<file path="config.mk">
export PLATFORM = sky130hd
export DESIGN_NAME = uart_tx_arbiter
export DESIGN_NICKNAME = d
export VERILOG_FILES = /design/src/rtl/uart_tx_arb_pkg.sv /design/src/rtl/uart_rr_picker.sv /design/src/rtl/uart_tx_arbiter.sv
export SDC_FILE = /design/constraint.sdc
export NUM_CORES = 1
export LEC_CHECK = 0
export CORE_MARGIN = 4
export CORE_UTILIZATION = 40
export DETAILED_ROUTE_END_ITERATION = 10
export GPL_ROUTABILITY_DRIVEN = 1
export HOLD_SLACK_MARGIN = 0.06
export PLACE_DENSITY = 0.77
export SETUP_SLACK_MARGIN = 0.15
export SYNTH_ARGS = -nofsm -noshare
export SYNTH_HDL_FRONTEND = slang
export SYNTH_SLANG_ARGS = --single-unit
</file>
<file path="constraint.sdc">
create_clock -name ipClk -period 2.1 [get_ports ipClk]
set_input_delay 0.42 -clock ipClk [delete_from_list [all_inputs] [get_ports ipClk]]
set_output_delay 0.42 -clock ipClk [all_outputs]
set_load 0.01 [all_outputs]
</file>
<file path="src/rtl/uart_tx_arb_pkg.sv">
// uart_tx_arb_pkg: shared state encoding, byte width and round-robin index math for the UART Tx arbiter.
package uart_tx_arb_pkg;
    localparam int BYTE_W = 8;

    typedef enum logic [2:0] {IDLE, HDR, LOAD, SEND, WAIT} state_t;

    function automatic int rot_idx(input int base, input int off, input int n);
        return (base + off) % n;
    endfunction
endpackage

</file>
<file path="src/rtl/uart_rr_picker.sv">
// uart_rr_picker: combinational round-robin search for the first request at or above ptr, modulo N.
module uart_rr_picker
    import uart_tx_arb_pkg::*;
#(
    parameter int N = 4,
    parameter int IDX_W = $clog2(N)
) (
    input  logic [N-1:0]     req,
    input  logic [IDX_W-1:0] ptr,
    output logic [N-1:0]     grant,
    output logic             found
);
    always_comb begin
        grant = '0;
        found = 1'b0;
        for (int i = 0; i < N; i++) begin
            if (!found && req[IDX_W'(rot_idx(int'(ptr), i, N))]) begin
                grant[IDX_W'(rot_idx(int'(ptr), i, N))] = 1'b1;
                found = 1'b1;
            end
        end
    end
endmodule

</file>
<file path="src/rtl/uart_tx_arbiter.sv">
// uart_tx_arbiter: round-robin, packet-granular sharing of one UART transmitter among N byte streams.
// Define UART_TX_ARB_HEADER_EN to prefix each packet with the header byte HEADER_BASE + grant index.
module uart_tx_arbiter
    import uart_tx_arb_pkg::*;
#(
    parameter int N = 4,
    parameter int IDX_W = $clog2(N)
`ifdef UART_TX_ARB_HEADER_EN
    , parameter logic [BYTE_W-1:0] HEADER_BASE = 8'hA0
`endif
) (
    input  logic                ipClk,
    input  logic                ipReset,
    input  logic [N*BYTE_W-1:0] ipReqData,
    input  logic [N-1:0]        ipReqValid,
    input  logic [N-1:0]        ipReqLast,
    output logic [N-1:0]        opReqReady,
    output logic [N-1:0]        opGrant,
    output logic [BYTE_W-1:0]   opTxData,
    output logic                opTxSend,
    input  logic                ipTxBusy,
    output logic                opBusy
);
    state_t              state, state_n;
    logic [N-1:0]        grant_n, pick;
    logic                found;
    logic [IDX_W-1:0]    ptr, ptr_n, g_idx;
    logic [BYTE_W-1:0]   data_n, sel_data;
    logic                send_n, last, last_n;
    logic                sel_valid, sel_last;

    uart_rr_picker #(.N(N), .IDX_W(IDX_W)) u_picker (
        .req   (ipReqValid),
        .ptr   (ptr),
        .grant (pick),
        .found (found)
    );

    always_comb begin
        g_idx    = '0;
        sel_data = '0;
        for (int i = 0; i < N; i++) begin
            if (opGrant[i]) begin
                g_idx    = IDX_W'(i);
                sel_data = ipReqData[i*BYTE_W +: BYTE_W];
            end
        end
    end

    assign sel_valid  = |(ipReqValid & opGrant);
    assign sel_last   = |(ipReqLast & opGrant);
    assign opReqReady = (state == LOAD) ? opGrant : '0;
    assign opBusy     = state != IDLE;

    always_ff @(posedge ipClk or negedge ipReset) begin
        if (!ipReset) begin
            state    <= IDLE;
            ptr      <= '0;
            opGrant  <= '0;
            opTxData <= '0;
            opTxSend <= 1'b0;
            last     <= 1'b0;
        end else begin
            state    <= state_n;
            ptr      <= ptr_n;
            opGrant  <= grant_n;
            opTxData <= data_n;
            opTxSend <= send_n;
            last     <= last_n;
        end
    end

    always_comb begin
        state_n = state;
        ptr_n   = ptr;
        grant_n = opGrant;
        data_n  = opTxData;
        send_n  = opTxSend;
        last_n  = last;
        case (state)
            IDLE: begin
                if (found) begin
                    grant_n = pick;
`ifdef UART_TX_ARB_HEADER_EN
                    state_n = HDR;
`else
                    state_n = LOAD;
`endif
                end
            end
`ifdef UART_TX_ARB_HEADER_EN
            HDR: begin
                data_n  = HEADER_BASE + BYTE_W'(g_idx);
                last_n  = 1'b0;
                send_n  = 1'b1;
                state_n = SEND;
            end
`endif
            LOAD: begin
                if (sel_valid) begin
                    data_n  = sel_data;
                    last_n  = sel_last;
                    send_n  = 1'b1;
                    state_n = SEND;
                end
            end
            SEND: begin
                if (ipTxBusy) begin
                    send_n  = 1'b0;
                    state_n = WAIT;
                end
            end
            WAIT: begin
                // Only release the grant once the final byte has fully left the UART.
                if (!ipTxBusy) begin
                    if (last) begin
                        grant_n = '0;
                        ptr_n   = IDX_W'(rot_idx(int'(g_idx), 1, N));
                        state_n = IDLE;
                    end else begin
                        state_n = LOAD;
                    end
                end
            end
            default: state_n = IDLE;
        endcase
    end
endmodule

</file>
Word-level counts from Yosys, hierarchy flattened. Cells that the tools add are included.

Word-level logic and storage cells: 102. Input port bits: 43. Output and inout bits: 18. Bits in registers: 19.

Add/subtract/negate cells: 4. Mux-type cells: 49. Reduce and logical (&&, ||, !) cells: 21. Equality and inequality tests: 8. Bitwise logic cells: 6. Order comparisons: 8.

Operators with widths (number): two-way mux 4 bit (8); two-way mux 8 bit (4); two-way mux 1 bit (19); < comparator 2 x 4 -> 1 bit (second input constant) (4); two-way mux 3 bit (4); bitwise OR 4 bit (3); case mux 3 bit (4 select lines) (1); != test 2 bit (second input constant) (5); bitwise AND 4 bit (2); binary-select mux 1 bit (select 2 bit) (4); demux 1 bit (select 2 bit) (4); greater-or-equal comparator 2 x 1 -> 1 bit (second input constant) (4); case mux 4 bit (2 select lines) (1); AND reduction 4 bit (2); OR reduction 4 bit (2); logical AND 1 bit (7); == test 3 x 2 -> 1 bit (second input constant) (2); two-way mux 2 bit (3); AND reduction 3 bit (2); adder 2 x 1 -> 2 bit (second input constant) (2); adder 2 bit (second input constant) (2); nonzero test 2 bit (2); == test 3 bit (second input constant) (1); logical NOT 1 bit (3); other kinds (5) (5).

Depth between registers and ports, before layout.
Depth after elaboration: 15. Depth in mapped cells: 8. Mapped depth without buffers: 7.

Cells and area by module. From an unflattened synthesis, not the netlist that was laid out.

Cell total of the unflattened synthesis: 157. Area, all modules: 1591.5 sq um.

Modules (own cells, without submodules): uart_tx_arbiter (seq. area each 475.5 sq um, cells each 118, times used 1, area an instance 1189.9 sq um); uart_rr_picker (seq. area each 0.0 sq um, cells each 39, times used 1, area an instance 401.6 sq um).

Worst setup path before layout. OpenSTA, ideal clock, no wires.

Kind: register to register. From: reg ptr[0]. To: reg opGrant[0]. Data arrival time: 2.102 ns. Setup time: 0.126 ns. Period minus slack after synthesis: 2.227 ns. Setup slack: -0.127 ns. Path buffers: 1. Cell stages (with the launch flop): 7. Cells stage by stage: dfrtp_1 buf_2 inv_1 ha_1 mux4_2 a221oi_1 o21ai_1.

Cells in the longest elaborated chain, start to end: 15. Elaborated cells on any way between the ends: 56. Classes of those cells: 3 x add/sub; 8 x order compare; 1 x eq/ne; 30 x mux; 3 x bitwise; 11 x reduce/logical.

RTL lines: start: declaration (line uart_tx_arbiter.sv:27) `logic [IDX_W-1:0] ptr, ptr_n, g_idx;`; start signal: assignment (line uart_tx_arbiter.sv:65) `ptr <= ptr_n;`; parallel branches: the longest is 15 deep, another holds < comparator 2 x 4 -> 1 bit; end signal: assignment (line uart_tx_arbiter.sv:66) `opGrant <= grant_n;`; end: declaration (line uart_tx_arbiter.sv:18) `output logic [N-1:0] opGrant,`.

Parallel ways; which one is timed is not known. The select of a mux whose other input is x is not followed. A chain may end at the register's enable or synchronous reset.

Worst setup path in the final report.
From: reg ptr[1]. To: reg opGrant[0].

The elaborated chain is that of the path after synthesis.

==> results.yml <==
critical_path:
  reg2reg_to: "opGrant[0]"
  crit_arrival_ns: 2.07
  crit_type: "reg -> reg"
  cp_max_fo: 6
  endpoint_kind: "flip-flop"
  r2r_cells: 5
  rrSetupSlack_ns: 0.18
  start_kind: "flip-flop"
  r2r-start: "ptr[1]"
  cp_data_required_time_ns: 2.24
yosys:
  synth.largest_area_cell: "dfrtp_1"
  synthTopCellsByArea: "dfrtp_1 31%, a21oi_1 6.5%, ha_1 6.5%"
  async_flop_share: 1.00
  synth_common_cells: "20 x a21oi_1, 19 x dfrtp_1, 18 x nor2_1"
  yosysWarnings: 0
  ys_types: 39
  synth.avg_cell_area_um2: 8.51
  synth_nets: 233
  synth-main-ff-cell: "dfrtp_1"
  netlist_instances: 182
  netlist_area_um2: 1550
  synth_seq_area_share: 0.307
  synth_edf_count: 0
  yosysMostFrequentCell: "a21oi_1"
  synth-seq-cells: 19
  synthDominantCellAreaShare: 0.307
die:
  start_util: 0.420
  ioPinCount: 61
  die_h_um: 70.2
  rows: 22
  die_area_um2: 4930
  die_x_um: 70.2
  core_um2: 3690
global_routing:
  grt_use_met3: 0.0245
  grt_pass1_wl_mm: 7.16
  busiest_layer: "met2"
  grt_max_degree: 20
  grt_usage: 0.180
  overflow: 0
  grt_pass1_vias: 1478
  antenna_found_initial: 0
  grt_util_met1: 0.226
  met2_usage: 0.306
routing:
  num_vias: 1608
  ant_nets: 0
  drc: 0
  via_per_inst: 5.40
  firstDrtPassIters: 4
  wl_per_cell_um: 15.4
  routed_wl_mm: 4.60
  drtIter0Drc: 82
final_layout:
  n_antenna_cell: 0
  drive_gt1_frac: 0.168
  syn2layout_area_growth_pct: 52.0
  fill_cells: 338
  fin_nets: 302
timing:
  slew_headroom: 0.760
  rsz0062_at_grt: "yes"
  fin_crit_ns: 1.92
  maxSlewViolCount: 0
  fin_tns_setup_ns: 0
  clock.fmax_ghz: 0.520
  clock_skew_ns: 0.00465
  finalHoldViolCount: 0
  setup_viol: 0
  fin_crit_sh: 0.916
  tightest_slew_ns: 0.350
cts:
  hold_buffers: 0
  cts_buffers: 3
  clockRootBuffer: "clkbuf_8"
  clk_path_buf_depth: 2
  clkSinkCount: 19
  cts_tree: "done"
  clk_pin_slew_ns: 0.07
  clk_latency_ns: 0.26
  cts_max_level: 1
placement:
  io_buffers: 60
  gp_congestion: 0.878
  dpl.hpwl_mm: 3.62
worst_hold_path:
  worst_hold_path_type: "in -> async"
power:
  p_leak_nw: 0.945
  power_density_nw_per_um2: 1140
  ir_drop_mv: 0.493
  finalPower_mw: 2.68
run_status:
  status: "finished clean"
run:
  cap_violations: 0
-- layout make-up --
class | instances | area [um^2] | area share
Timing Repair Buffer | 78 | 733 | 0.311
Clock inverter | 1 | 5.00 | 0.00213
Clock buffer | 3 | 41.3 | 0.0175
Sequential cell | 19 | 480 | 0.204
Multi-Input combinational cell | 144 | 1020 | 0.431
Tap cell | 48 | 60.1 | 0.0255
Inverter | 5 | 18.8 | 0.00797
-- sequential cells by signal, indices dropped and copies added, names as in the netlist --
signal / flops
opTxData: 8
ptr: 2
state: 3
last: 1
opTxSend: 1
opGrant: 4
-- metal layers --
layer	up-vias	routed length (um)
li1	799	-
met1	764	1960
met2	37	2440
met3	8	122
met4	0	80
met5	-	0
-- placed cells by master (no fill, tap or decap), types with 4 or more instances in the layout --
cell type and n:
inv_1 4, dlygate4sd2_1 4, a221oi_1 9, mux2i_1 4, dfrtp_1 15, and2_1 5
nand2b_1 5, clkdlybuf4s50_1 55, dfrtp_2 4, ha_1 7, buf_4 18, nor2b_1 10
nor2_1 17, nand2_1 12, a22oi_1 4, o21ai_0 4, nor3_1 11, a21oi_1 20
-- power by group --
group | switching, mW | total (mW) | internal, mW
sequential | 0.160 | 0.696 | 0.536
clock | 0.125 | 0.257 | 0.132
combinational | 0.856 | 1.73 | 0.872
-- worst max path at each step --
stage	start	end	slack (ns)	depth (start not counted)
CTS	state[2]	opReqReady[3]	0.03	4
global placement	ipReqValid[1]	opGrant[0]	0.002	6
global route	ptr[1]	opGrant[1]	0.10	5
floorplan	ptr[0]	opGrant[1]	0.15	6
finish	ptr[1]	opGrant[0]	0.18	5
detailed placement	ipReqValid[1]	opGrant[1]	-0.05	6
-- metrics by stage --
step | hold slack (ns) | instances | instance area [um^2] | setup WS [ns] | util
2_1_floorplan | 0.124 | 182 | 1580 | 0.154 | -
3_3_place_gp | 0.510 | 293 | 2300 | 0.00235 | 0.623
3_5_place_dp | 0.519 | 293 | 2300 | -0.0462 | 0.623
4_1_cts | 0.494 | 297 | 2340 | 0.0286 | 0.635
5_1_grt | 0.519 | 298 | 2350 | 0.102 | 0.638
6_report | 0.494 | 298 | 2350 | 0.176 | 0.638
-- logic make-up after synthesis --
logic type      Yosys count  share of synthesized area
buf+inv                  19                     0.0557
fa+ha+maj                 8                     0.0646
mux                       6                     0.0549
flops                    19                      0.307
simple gates             74                      0.260
compound gates           56                      0.258
-- timing repair --
item | CTS | global route
gates resized for setup | 6 | 3
endpoints found under the hold margin | 0 | 0
pin swaps | 0 | 2
setup buffers | 0 | 1
setup endpoints to repair | 5 | 8
-- worst max-delay path, stage by stage, from the launching register on --
cell and delay, ns:
dfrtp_2 0.40, inv_1 0.21, ha_4 0.22, mux4_2 0.58, a221oi_2 0.31, o21ai_1 0.08
(Power assumes the default switching activity.)
